**src/rtl/seven_seg_pkg.sv**
```systemverilog
// Shared constants for seven-segment loopback capture and checking.
// Segment codes are active-high {a,b,c,d,e,f,g,dp}.
package seven_seg_pkg;

  localparam int NUM_DIGITS = 8;

  localparam logic [7:0] SEG_0       = 8'hFC;
  localparam logic [7:0] SEG_1       = 8'h60;
  localparam logic [7:0] SEG_2       = 8'hDA;
  localparam logic [7:0] SEG_3       = 8'hF2;
  localparam logic [7:0] SEG_4       = 8'h66;
  localparam logic [7:0] SEG_5       = 8'hB6;
  localparam logic [7:0] SEG_6       = 8'hBE;
  localparam logic [7:0] SEG_7       = 8'hE0;
  localparam logic [7:0] SEG_8       = 8'hFE;
  localparam logic [7:0] SEG_9       = 8'hF6;
  localparam logic [7:0] SEG_BLANK   = 8'h00;
  localparam logic [7:0] SEG_DP_MASK = 8'hFE;

  localparam logic [3:0] NIB_BLANK = 4'hF;
  localparam logic [3:0] NIB_ERR   = 4'hE;

  typedef enum logic {
    WAIT_STABLE = 1'b0,
    HOLD        = 1'b1
  } cap_state_e;

  // True when more than one select bit is set.
  function automatic logic multi_hot(input logic [7:0] v);
    return (v & (v - 8'd1)) != 8'd0;
  endfunction

endpackage

```
**src/rtl/seven_seg_decoder.sv**
```systemverilog
// Combinational segment-pattern to nibble decoder; the dp bit is ignored.
// Blank maps to NIB_BLANK, unknown patterns to NIB_ERR with valid low.
module seven_seg_decoder
  import seven_seg_pkg::*;
(
  input  logic [7:0] seg_data,
  output logic [3:0] nibble,
  output logic       valid
);

  logic [7:0] seg_masked;

  assign seg_masked = seg_data & SEG_DP_MASK;

  always_comb begin
    valid  = 1'b1;
    nibble = NIB_ERR;
    case (seg_masked)
      SEG_0:     nibble = 4'h0;
      SEG_1:     nibble = 4'h1;
      SEG_2:     nibble = 4'h2;
      SEG_3:     nibble = 4'h3;
      SEG_4:     nibble = 4'h4;
      SEG_5:     nibble = 4'h5;
      SEG_6:     nibble = 4'h6;
      SEG_7:     nibble = 4'h7;
      SEG_8:     nibble = 4'h8;
      SEG_9:     nibble = 4'h9;
      SEG_BLANK: nibble = NIB_BLANK;
      default: begin
        nibble = NIB_ERR;
        valid  = 1'b0;
      end
    endcase
  end

endmodule

```
**src/rtl/seven_seg_capture.sv**
```systemverilog
// Display readback: filters the scanned digit/segment buses, decodes each
// stable sample and hands complete 8-digit frames out on valid/ready.
module seven_seg_capture
  import seven_seg_pkg::*;
#(
  parameter int unsigned STABLE_CYCLES = 4,
  parameter int unsigned CNT_W         = 8
) (
  input  logic        clk,
  input  logic        rstb,
  input  logic [7:0]  digit,
  input  logic [7:0]  seg_data,
  output logic [31:0] frame_data,
  output logic        frame_valid,
  input  logic        frame_ready,
  output logic        seg_error,
  output logic        sel_error,
  output logic        overrun
);

  localparam logic [CNT_W-1:0] STABLE_C  = CNT_W'(STABLE_CYCLES);
  localparam logic [CNT_W-1:0] STABLE_M1 = CNT_W'(STABLE_CYCLES - 1);

  logic [15:0]      sample;
  logic [15:0]      prev_q;
  logic             same;
  logic [CNT_W-1:0] cnt_q, cnt_d;
  cap_state_e       state_q, state_d;
  logic             stable_hit;
  logic             accept;

  logic [3:0]       nib;
  logic             nib_valid;
  logic             sel_multi;
  logic [7:0]       wr_en;
  logic [7:0]       seen_set;

  logic [7:0]       seen_q, seen_d;
  logic [31:0]      shadow_q, shadow_d;
  logic [31:0]      frame_data_q, frame_data_d;
  logic             frame_valid_q, frame_valid_d;
  logic             seg_error_q, seg_error_d;
  logic             sel_error_q, sel_error_d;
  logic             overrun_q, overrun_d;

  assign sample     = {digit, seg_data};
  assign same       = (sample == prev_q);
  assign stable_hit = same && (cnt_q == STABLE_M1);

  // Dwell counter saturates so a held pattern cannot fire a second time.
  always_comb begin
    cnt_d = '0;
    if (same) begin
      cnt_d = (cnt_q == STABLE_C) ? cnt_q : cnt_q + CNT_W'(1);
    end
  end

  always_ff @(posedge clk or negedge rstb) begin
    if (!rstb) begin
      state_q <= WAIT_STABLE;
    end else begin
      state_q <= state_d;
    end
  end

  always_comb begin
    state_d = state_q;
    case (state_q)
      WAIT_STABLE: if (stable_hit) state_d = HOLD;
      HOLD:        if (!same)      state_d = WAIT_STABLE;
      default:                     state_d = WAIT_STABLE;
    endcase
  end

  always_comb begin
    accept = 1'b0;
    if (state_q == WAIT_STABLE) begin
      accept = stable_hit;
    end
  end

  seven_seg_decoder u_decoder (
    .seg_data (seg_data),
    .nibble   (nib),
    .valid    (nib_valid)
  );

  assign sel_multi = multi_hot(digit);

  // Position i is selected by digit bit 7-i and lands in frame nibble i.
  genvar gi;
  generate
    for (gi = 0; gi < NUM_DIGITS; gi++) begin : g_pos
      assign wr_en[gi] = accept && !sel_multi && digit[NUM_DIGITS-1-gi];
      assign shadow_d[31-4*gi -: 4] = wr_en[gi] ? nib : shadow_q[31-4*gi -: 4];
    end
  endgenerate

  assign seen_set = seen_q | wr_en;

  always_comb begin
    seen_d        = seen_set;
    frame_data_d  = frame_data_q;
    frame_valid_d = frame_valid_q && !frame_ready;
    overrun_d     = overrun_q;
    seg_error_d   = (|wr_en) && !nib_valid;
    sel_error_d   = accept && sel_multi;
    if (seen_set == 8'hFF) begin
      seen_d = '0;
      if (!frame_valid_q || frame_ready) begin
        frame_data_d  = shadow_d;
        frame_valid_d = 1'b1;
      end else begin
        overrun_d = 1'b1;
      end
    end
  end

  always_ff @(posedge clk or negedge rstb) begin
    if (!rstb) begin
      prev_q        <= '0;
      cnt_q         <= '0;
      seen_q        <= '0;
      shadow_q      <= '1;
      frame_data_q  <= '0;
      frame_valid_q <= 1'b0;
      seg_error_q   <= 1'b0;
      sel_error_q   <= 1'b0;
      overrun_q     <= 1'b0;
    end else begin
      prev_q        <= sample;
      cnt_q         <= cnt_d;
      seen_q        <= seen_d;
      shadow_q      <= shadow_d;
      frame_data_q  <= frame_data_d;
      frame_valid_q <= frame_valid_d;
      seg_error_q   <= seg_error_d;
      sel_error_q   <= sel_error_d;
      overrun_q     <= overrun_d;
    end
  end

  assign frame_data  = frame_data_q;
  assign frame_valid = frame_valid_q;
  assign seg_error   = seg_error_q;
  assign sel_error   = sel_error_q;
  assign overrun     = overrun_q;

endmodule

```
**config.mk**
```make
export PLATFORM = sky130hd
export DESIGN_NAME = seven_seg_capture
export DESIGN_NICKNAME = d
export VERILOG_FILES = /design/src/rtl/seven_seg_pkg.sv /design/src/rtl/seven_seg_decoder.sv /design/src/rtl/seven_seg_capture.sv
export SDC_FILE = /design/constraint.sdc
export NUM_CORES = 1
export LEC_CHECK = 0
export BUFFER_PORTS_ARGS = -buffer_cell sky130_fd_sc_hd__buf_2
export CAP_MARGIN = 20
export CORE_ASPECT_RATIO = 2
export CORE_MARGIN = 1.5
export CORE_UTILIZATION = 52
export CTS_CLUSTER_DIAMETER = 200
export DETAILED_ROUTE_END_ITERATION = 16
export PLACE_DENSITY = 0.76
export SYNTH_ARGS = -nofsm -noshare
export SYNTH_HDL_FRONTEND = slang
export SYNTH_HIERARCHICAL = 1
export SYNTH_SLANG_ARGS = --single-unit
```
**constraint.sdc**
```tcl
create_clock -name clk -period 2.73 [get_ports clk]
set_input_delay 0.273 -clock clk [delete_from_list [all_inputs] [get_ports clk]]
set_output_delay 0.273 -clock clk [all_outputs]
set_load 0.1 [all_outputs]
```
==> summary.txt, run 1 <==
Timing
  • Slew HR: 38.2%
  • Layout Skew: 0.00703 ns
  • RSZ-0062 raised after global routing: yes
  • Worst Slack Setup Final: -0.285 ns
  • Count of final max-slew check failures: 0
  • Hold Violations, Final: 0
  • Fmax: 0.332 GHz
  • Tcrit/Tclk final: 110%
  • Final Critical Period: 3.01 ns
  • Setup violators final: 38
  • Worst-margin pin slew: 0.924 ns

Cells and area
  • Fill cell count: 622
  • Most common cell after layout, fill and taps aside: dfrtp_1
  • Most frequent cells in the layout: dfrtp_1 (69), buf_2 (53), buf_4 (36)
  • Register area: 2570 sq um
  • Multi-input logic area: 1870 sq um
  • # nets final: 449
  • Finished Core Util: 68.2%
  • ANT cells: 0
  • Layout cell share with drive strength beyond 1: 52.4%
  • Post-route cell area: 5620 sq um
  • Area added between synthesis and finish: 28.6%

Detailed routing
  • Vias per inst: 5.57
  • Wire length per cell: 18.5 um
  • DRC Markers: 0
  • TritonRoute pass-1 iters: 5
  • WL final: 9810 um
  • Antenna Violating Nets Remaining: 0
  • First DRT Iteration DRCs: 154
  • Via Count: 2957

Logic synthesis
  • Synthesized area: 4370 sq um
  • Synth cell types: 53
  • Cells after synthesis: 330
  • Number of synthesized register bits: 101
  • Syn nets: 351
  • Synth Area per Inst: 13.2 sq um
  • Syn. warnings: 6
  • Asr flop ratio synth: 100%
  • Seq/Total Area, Yosys: 58.8%
  • Post-synth EDFFs: 0
  • Prevailing post-synth register cell: dfrtp_1

GRT
  • Largest net degree at the start of global routing: 63
  • GRT Util Overall: 23.9%
  • Wire length of the first global-routing pass: 15800 um
  • Initial antenna violation count: 0
  • Grt ovf: 0
  • Vias in the first global route: 3196

Outcome
  • Violations in the final reports: setup timing
  • Status: finished, violations left

Floorplanning
  • Die Ht: 133 um
  • DIE AREA: 8990 sq um
  • Core Region: 8230 sq um
  • Die W: 67.8 um
  • Cell Rows: 47
  • Boundary Pins: 55
  • Initial Util: 53.0%

Worst setup path
  • CP Max Fanout: 8
  • Worst EP arrival: 3.24 ns
  • Crit Path Class: reg2reg
  • Worst EP required: 2.96 ns
  • Worst Setup End Kind: flop
  • CP Launch Type: flop

CTS
  • Worst skew pair latency: 0.34 ns
  • CTS root buf: clkbuf_16
  • Clock Path Buffers: 2
  • CTS tree: yes
  • Total CTS buffers: 9
  • H-tree Lvls: 3
  • Clk sink count: 101
  • Clock-pin slew on the worst setup and hold paths: 0.07 ns

Placed design
  • Placer Congestion: 0.843
  • Placed cell area: 4950 sq um
  • DP HPWL: 6200 um
  • Buffers added on ports: 54

Hold path
  • Hold Path Class: in2reg

Pwr
  • VDD IR-drop max: 447 uV
  • PD cells: 542 nW/um^2
  • Static Leak: 2.68 nW

Run
  • Maxcap violations: 0
-- Yosys cell counts, drive strengths merged, types with 4 or more instances --
| master | n | area, sq um |
|---|---|---|
| dfstp | 32 | 841 |
| o21ai | 4 | 20.0 |
| dfrtp | 69 | 1730 |
| and2 | 6 | 37.5 |
| a21oi | 4 | 20.0 |
| xor2 | 18 | 158 |
| nand2 | 23 | 86.3 |
| buf | 8 | 72.6 |
| nor3 | 5 | 41.3 |
| inv | 11 | 41.3 |
| nor4 | 7 | 58.8 |
| nor2 | 18 | 67.6 |
| nand4 | 4 | 25.0 |
| o31ai | 8 | 60.1 |
| nand3 | 7 | 35.0 |
| mux2 | 64 | 721 |
-- cells by family after synthesis --
logic type	after synthesis	share of synthesized area (%)
muxes	64	16.5
xor gates and xnor gates	21	4.21
DFF	101	58.8
AOI/OAI and AO/OA	31	5.16
and+or+nand+nor	88	11.7
buffers and inverters	22	2.87
adders and majority gates	3	0.802
-- metal layers --
| metal | up-vias | GRT usage (%) | share of wire, % |
|---|---|---|---|
| met1 | 1490 | 27.2 | 38 |
| met5 | - | 0 | 0 |
| li1 | 1363 | - | - |
| met2 | 77 | 41.4 | 55 |
| met4 | 0 | 10.6 | 3.4 |
| met3 | 27 | 5.27 | 3.5 |
-- what timing repair did --
item                       4_1_cts  5_1_grt
gates resized for setup         45       10
hold endpoints to repair        21        0
setup endpoints to repair       41       42
buffers inserted                 5        2
pin swaps                        6        3
cloned                           3        0
hold buffers                     1        0
-- sequential cells by signal, indices dropped and copies added, names as in the netlist --
| signal | flops |
|---|---|
| frame_data | 32 |
| shadow_q | 32 |
| prev_q | 16 |
| cnt_q | 8 |
| seen_q | 8 |
| frame_valid | 1 |
| overrun | 1 |
| seg_error | 1 |
| sel_error | 1 |
| state_q | 1 |
-- metrics by stage --
| stage | setup slack [ns] | TNS, ns | instances | total power, mW | hold slack [ns] |
|---|---|---|---|---|---|
| floorplan | -0.196 | -5.97 | 330 | 1.59 | -0.0226 |
| CTS | -0.241 | -7.30 | 529 | 3.07 | 0.0615 |
| global placement | -0.316 | -11.02 | 504 | 1.68 | 0.263 |
| detailed placement | -0.364 | -12.38 | 504 | 1.68 | 0.273 |
| global route | -0.400 | -13.56 | 531 | 3.15 | 0.0611 |
| finish | -0.285 | -8.69 | 531 | 3.04 | 0.0681 |
-- cell type report --
cell class	count	area share [%]
clock buffer	11	4.50
clock inverter	5	1.47
inverter	11	0.735
sequential	101	45.7
tap	98	2.18
multi-input combinational	207	33.3
timing repair buffer	98	12.1
-- worst paths after layout --
path / start / to / slack (ns) / cells past startpoint
worst max-delay path: cnt_q[7] / frame_data[10] / -0.28 / 10
worst min-delay path: seg_data[0] / prev_q[0] / 0.07 / 1
worst max register to register: cnt_q[7] / frame_data[10] / -0.28 / 10
worst min register to register: overrun / overrun / 0.50 / 1
max in group asynchronous: rstb / shadow_q[1] / 1.54 / 3
min in group asynchronous: rstb / prev_q[3] / 0.45 / 2
-- power breakdown --
part / switching (mW) / internal, mW / total (mW)
Sequential: 0.00505 / 1.51 / 1.52
Combinational: 0.0915 / 0.0515 / 0.143
Clock: 0.529 / 0.854 / 1.38
Total: 0.626 / 2.42 / 3.04
-- critical path, stage by stage (launching register included) --
cell     delay [ns]
dfrtp_1        0.38
or4_4          0.54
nor4b_4        0.23
buf_6          0.18
nand2_4        0.06
o31ai_4        0.29
nand4_1        0.21
nor4b_4        0.34
buf_6          0.19
buf_16         0.15
mux2_4         0.31
No activity file was read; power rests on OpenSTA's default activity.
==> run 2: changes to the inputs <==
- CORE_MARGIN: 1.5 -> not set
- SLEW_MARGIN: not set -> 20
==> run 2 against run 1 <==
Effect of this change: the flow finishes with violations (DRC, setup timing); sequential power hardly changed; clock power is 6% lower; worst hold slack worse by 0.048 ns; combinational power hardly changed; register-to-register slack worse by 0.04 ns; cell count is 0.56% lower; critical path type unchanged; wire length is 1.3% higher; clock skew is 0.0022 ns lower; sequential share of layout area is 0.23 points higher.
==> summary.txt, run 2 (synthesis results as in run 1) <==
Outcome
  • Status: finished, violations left (unchanged)
  • Violations in the final reports: DRC, setup timing (was setup timing)

GRT
  • Grt ovf: 0 (unchanged)
  • GRT Util Overall: 24.8% (was 23.9%)
  • Wire length of the first global-routing pass: 16000 um (was 15800 um)
  • Largest net degree at the start of global routing: 65 (was 63)
  • Initial antenna violation count: 0 (unchanged)
  • Vias in the first global route: 3209 (was 3196)

Floorplanning
  • Boundary Pins: 55 (unchanged)
  • Core Region: 8230 sq um (unchanged)
  • Cell Rows: 47 (unchanged)
  • DIE AREA: 8790 sq um (was 8990 sq um)
  • Die Ht: 132 um (was 133 um)
  • Die W: 66.8 um (was 67.8 um)
  • Initial Util: 53.0% (unchanged)

Cells and area
  • Area added between synthesis and finish: 28.0% (was 28.6%)
  • Post-route cell area: 5590 sq um (was 5620 sq um)
  • Most frequent cells in the layout: dfrtp_1 (69), buf_2 (53), buf_4 (36) (unchanged)
  • Most common cell after layout, fill and taps aside: dfrtp_1 (unchanged)
  • # nets final: 446 (was 449)
  • ANT cells: 0 (unchanged)
  • Finished Core Util: 67.9% (was 68.2%)
  • Non-Filler Instances: 528 (was 531)
  • Layout cell share with drive strength beyond 1: 52.8% (was 52.4%)

Timing
  • Worst Slack Setup Final: -0.325 ns (was -0.285 ns)
  • Slew HR: 35.7% (was 38.2%)
  • Hold Violations, Final: 0 (unchanged)
  • Setup violators final: 41 (was 38)
  • Tcrit/Tclk final: 112% (was 110%)
  • Layout Skew: 0.00479 ns (was 0.00703 ns)
  • Worst-margin pin slew: 0.965 ns (was 0.924 ns)
  • Count of final max-slew check failures: 0 (unchanged)
  • RSZ-0062 raised after global routing: yes (unchanged)
  • Hold WS: 0.0201 ns (was 0.0681 ns)
  • Final Critical Period: 3.05 ns (was 3.01 ns)
  • Fmax: 0.327 GHz (was 0.332 GHz)

Run
  • Maxcap violations: 0 (unchanged)

Worst setup path
  • Crit Path Class: reg2reg (unchanged)
  • CP Launch Type: flop (unchanged)
  • Worst EP required: 2.95 ns (was 2.96 ns)
  • CP Launch Point: cnt_q[2] (was cnt_q[7])
  • CP Max Fanout: 8 (unchanged)
  • CP Capture Point: frame_data[24] (was frame_data[10])
  • Worst EP arrival: 3.28 ns (was 3.24 ns)
  • Reg-to-Reg Start: cnt_q[2] (was cnt_q[7])
  • FF-to-FF path depth: 10 (unchanged)
  • Reg2Reg Capture Point: frame_data[24] (was frame_data[10])
  • Worst R2R Setup Slack: -0.32 ns (was -0.28 ns)
  • Worst Setup End Kind: flop (unchanged)

Detailed routing
  • Vias per inst: 5.69 (was 5.57)
  • First DRT Iteration DRCs: 134 (was 154)
  • DRC Markers: 2 (was 0)
  • Via Count: 3002 (was 2957)
  • TritonRoute pass-1 iters: 10 (was 5)
  • Wire length per cell: 18.8 um (was 18.5 um)
  • Antenna Violating Nets Remaining: 0 (unchanged)
  • WL final: 9940 um (was 9810 um)

CTS
  • CTS tree: yes (unchanged)
  • CTS root buf: clkbuf_16 (unchanged)
  • Total CTS buffers: 9 (unchanged)
  • Clock Path Buffers: 2 (unchanged)
  • H-tree Lvls: 3 (unchanged)
  • Clk sink count: 101 (unchanged)
  • Worst skew pair latency: 0.34 ns (about the same)
  • Clock-pin slew on the worst setup and hold paths: 0.06 ns (was 0.07 ns)

Pwr
  • VDD IR-drop max: 530 uV (was 447 uV)
  • Gate power share: 4.8% (was 4.7%)
  • Psw: 0.617 mW (was 0.626 mW)
  • PD cells: 530 nW/um^2 (was 542 nW/um^2)
  • Switching share of total power: 20.8% (was 20.6%)
  • Static Leak: 2.67 nW (was 2.68 nW)
  • Share of power burned in registers: 51.1% (was 49.8%)
  • Power share of the clock group: 44.0% (was 45.5%)
  • Pint: 2.35 mW (was 2.42 mW)

Hold path
  • Hold Path Class: in2async (was in2reg)

Placed design
  • DP HPWL: 6260 um (was 6200 um)
  • Buffers added on ports: 54 (unchanged)
  • Placed cell count: 504 (unchanged)
  • Placed cell area: 4950 sq um (unchanged)
  • Placer Congestion: 0.804 (was 0.843)
  • Place WS: -0.419 ns (was -0.364 ns)
run 2: metrics by stage:
| stage | power (mW) | setup TNS, ns |
|---|---|---|
| floorplan | 1.59 | -5.97 |
| global placement | 1.68 | -10.84 |
| detailed placement | 1.68 | -14.88 |
| CTS | 2.99 | -8.40 |
| global route | 3.07 | -14.18 |
| finish | 2.96 | -10.76 |
run 2: critical path, stage by stage (launching register included):
cell and delay [ns]:
dfrtp_1 0.38, or4_4 0.55, nor4b_4 0.28, buf_6 0.18
nand2_4 0.06, o31ai_4 0.26, nand4_1 0.22, nor4b_4 0.33
buf_4 0.21, buf_12 0.15, mux2_4 0.31
run 2: layout make-up:
class / count / area, sq um
multi-input combinational: 207 / 1890
inverter: 11 / 41.3
fill: 582 / 2640
timing repair buffer: 95 / 654
tap: 98 / 123
clock inverter: 4 / 45.0
clock buffer: 12 / 268
sequential: 101 / 2570
run 2: power groups by stage:
| stage | Sequential (mW) | Clock, mW | Combinational (mW) |
|---|---|---|---|
| after floorplan | 1.54 | 0 | 0.0482 |
| after global placement | 1.54 | 0 | 0.136 |
| after detailed placement | 1.54 | 0 | 0.141 |
| after CTS | 1.52 | 1.33 | 0.143 |
| after global routing | 1.52 | 1.40 | 0.158 |
| final | 1.52 | 1.30 | 0.144 |
run 2: metal layers:
layer  up-vias  routed length (um)  track usage, %
met5         -                   0               0
met4         0                 331            13.1
met3        29                 280            3.65
met2        81                5520            42.6
met1      1538                3810            28.3
li1       1354                   -               -
run 2: timing repair:
action | 4_1_cts | 5_1_grt
setup buffers | 5 | 2
endpoints found under the setup margin | 41 | 42
pin swaps | 5 | 6
cloned | 3 | 0
gates resized for setup | 48 | 12
hold buffers | 0 | 0
run 2: worst min-delay path by stage:
stage,end,from,slack [ns]
finish,prev_q[2],rstb,0.02
global route,prev_q[0],seg_data[0],0.06
CTS,prev_q[0],rstb,0.05
detailed placement,prev_q[0],rstb,0.41
global placement,prev_q[10],rstb,0.39
floorplan,cnt_q[0],rstb,-0.02
==> run 3: changes to the inputs <==
- CORE_MARGIN: not set -> 3
==> run 3 against run 2 <==
Effect of this change: the flow finishes with violations (hold timing, setup timing); sequential share of layout area up 0.18 points; non-clock buffer count is 3 higher; maximum frequency up 2.1%; first-iteration DRC count grew 34%; clock power fell by 9%; wire length is 0.41% lower; global-route usage down 2.7 points; setup slack gained 0.064 ns; combinational power is essentially flat; clock-buffer cell count increased by 1.
==> summary.txt, run 3 (synthesis results as in run 1) <==
Outcome
  • Status: finished, violations left (unchanged)
  • Violations in the final reports: hold timing, setup timing (was DRC, setup timing)

Pwr
  • Psw: 0.613 mW (was 0.617 mW)
  • Share of power burned in registers: 53.3% (was 51.1%)
  • Gate power share: 5.0% (was 4.8%)
  • VDD IR-drop max: 505 uV (was 530 uV)
  • PD cells: 511 nW/um^2 (was 530 nW/um^2)
  • Static Leak: 2.65 nW (was 2.67 nW)
  • Switching share of total power: 21.6% (was 20.8%)
  • Pint: 2.23 mW (was 2.35 mW)
  • Power consumption: 2.84 mW (was 2.96 mW)
  • Power share of the clock group: 41.6% (was 44.0%)

Timing
  • Fmax: 0.334 GHz (was 0.327 GHz)
  • Hold WS: -0.0153 ns (was 0.0201 ns)
  • Tcrit/Tclk final: 110% (was 112%)
  • Hold Violations, Final: 17 (was 0)
  • Worst Slack Setup Final: -0.261 ns (was -0.325 ns)
  • Worst-margin pin slew: 0.827 ns (was 0.965 ns)
  • Final Critical Period: 2.99 ns (was 3.05 ns)
  • Setup violators final: 40 (was 41)
  • RSZ-0062 raised after global routing: yes (unchanged)
  • Count of final max-slew check failures: 0 (unchanged)
  • Setup TNS: -8.23 ns (was -10.76 ns)
  • Layout Skew: 0.0109 ns (was 0.00479 ns)
  • Slew HR: 44.9% (was 35.7%)

CTS
  • Clock-pin slew on the worst setup and hold paths: 0.06 ns (about the same)
  • CTS root buf: clkbuf_16 (unchanged)
  • Hold_buf cts: 0 (unchanged)
  • Total CTS buffers: 9 (unchanged)
  • Clock Path Buffers: 2 (unchanged)
  • Worst skew pair latency: 0.34 ns (about the same)
  • CTS tree: yes (unchanged)
  • Clk sink count: 101 (unchanged)
  • H-tree Lvls: 3 (unchanged)

Floorplanning
  • Core Region: 8060 sq um (was 8230 sq um)
  • Cell Rows: 46 (was 47)
  • Die Ht: 136 um (was 132 um)
  • Initial Util: 54.2% (was 53.0%)
  • Die W: 70.8 um (was 66.8 um)
  • DIE AREA: 9600 sq um (was 8790 sq um)
  • Boundary Pins: 55 (unchanged)

Worst setup path
  • Crit Path Class: reg2reg (unchanged)
  • CP Launch Type: flop (unchanged)
  • Crit-path slowest cell: or4_4 (unchanged)
  • Cell Chain, Critical Path: or4_4, nor4b_4, buf_6, buf_6, nand2_4, o31ai_4, nand4_1, nor4b_4, buf_4, buf_16, mux2_4 (was or4_4, nor4b_4, buf_6, nand2_4, o31ai_4, nand4_1, nor4b_4, buf_4, buf_12, mux2_4)
  • Worst Setup End Kind: flop (unchanged)
  • Crit-path max cell delay: 0.55 ns (about the same)
  • CP Max Fanout: 8 (unchanged)
  • Worst EP required: 2.95 ns (about the same)
  • Worst EP arrival: 3.21 ns (was 3.28 ns)

Detailed routing
  • Via Count: 2980 (was 3002)
  • TritonRoute pass-1 iters: 4 (was 10)
  • Wire length per cell: 18.7 um (was 18.8 um)
  • Vias per inst: 5.63 (was 5.69)
  • WL final: 9900 um (was 9940 um)
  • Antenna Violating Nets Remaining: 0 (unchanged)
  • DRC Markers: 0 (was 2)
  • First DRT Iteration DRCs: 180 (was 134)

Placed design
  • Place WS: -0.392 ns (was -0.419 ns)
  • Buffers added on ports: 54 (unchanged)
  • DP HPWL: 6430 um (was 6260 um)
  • Placer Congestion: 0.849 (was 0.804)
  • Placed cell area: 4950 sq um (about the same)

Cells and area
  • Layout cell share with drive strength beyond 1: 52.4% (was 52.8%)
  • # nets final: 449 (was 446)
  • Fill cell count: 555 (was 582)
  • Register area: 2570 sq um (unchanged)
  • ANT cells: 0 (unchanged)
  • Post-route cell area: 5570 sq um (was 5590 sq um)
  • Finished Core Util: 69.1% (was 67.9%)
  • Area added between synthesis and finish: 27.5% (was 28.0%)
  • Most common cell after layout, fill and taps aside: dfrtp_1 (unchanged)
  • Most frequent cells in the layout: dfrtp_1 (69), buf_2 (53), buf_4 (38) (was dfrtp_1 (69), buf_2 (53), buf_4 (36))
  • Multi-input logic area: 1880 sq um (was 1890 sq um)

Run
  • Maxcap violations: 0 (unchanged)

GRT
  • Wire length of the first global-routing pass: 16500 um (was 16000 um)
  • GRT Util Overall: 22.1% (was 24.8%)
  • Initial antenna violation count: 0 (unchanged)
  • Vias in the first global route: 3267 (was 3209)
  • Largest net degree at the start of global routing: 55 (was 65)
  • Grt ovf: 0 (unchanged)

Hold path
  • Hold Path Class: in2async (unchanged)
run 3: changes by cell type in the layout (fill, tap and decap cells not counted), moves of 2 or more:
cell / before / now
buf_4: 36 / 38
clkinv_2: 3 / 1
nand2_1: 19 / 21
nand2_2: 2 / 0
o31ai_2: 2 / 4
run 3: cell type report:
class                      instances  area share, %
sequential                       101           46.1
multi-input combinational        207           33.7
timing repair buffer              98           12.2
clock buffer                      13           4.67
tap                               96           2.16
inverter                          11          0.742
clock inverter                     3          0.382
run 3: metal layers:
layer,vias up,GRT usage (%),share of wire [%]
li1,1358,-,-
met3,24,4.31,3.5
met5,-,0,0
met2,92,40.3,55
met4,0,9.21,3.6
met1,1506,24.6,38
run 3: critical path, delay by kind of cell, from the launching register on:
kind                   cells  cell delay (ns)
AOI/OAI and AO/OA          1             0.18
buffers and inverters      4             0.63
DFF                        1             0.37
muxes                      1             0.31
and+or+nand+nor            5             1.37
run 3: through the flow:
step,cells,hold WS (ns)
2_1_floorplan,330,-0.0226
3_3_place_gp,502,0.352
3_5_place_dp,502,0.365
4_1_cts,528,0.00533
5_1_grt,529,0.0335
6_report,529,-0.0153
run 3: power groups by stage:
stage | logic (mW) | registers (mW) | clock network, mW
global route | 0.160 | 1.52 | 1.28
global placement | 0.138 | 1.54 | 0
floorplan | 0.0482 | 1.54 | 0
detailed placement | 0.142 | 1.54 | 0
CTS | 0.144 | 1.52 | 1.20
finish | 0.143 | 1.52 | 1.18
run 3: repair_timing:
item,4_1_cts,5_1_grt
setup endpoints to repair,42,42
cloned,3,0
pin swaps,6,6
gates resized for setup,31,24
buffers inserted,7,3
run 3: worst paths after layout:
| check | cells past startpoint | endpoint | start | slack [ns] |
|---|---|---|---|---|
| worst max-delay path | 11 | frame_data[12] | cnt_q[3] | -0.26 |
| worst min-delay path | 1 | frame_data[17] | rstb | -0.02 |
| worst max register to register | 11 | frame_data[12] | cnt_q[3] | -0.26 |
| worst min register to register | 1 | overrun | overrun | 0.47 |
| max in group asynchronous | 2 | shadow_q[9] | rstb | 1.98 |
| min in group clk | 1 | prev_q[0] | seg_data[0] | 0.07 |
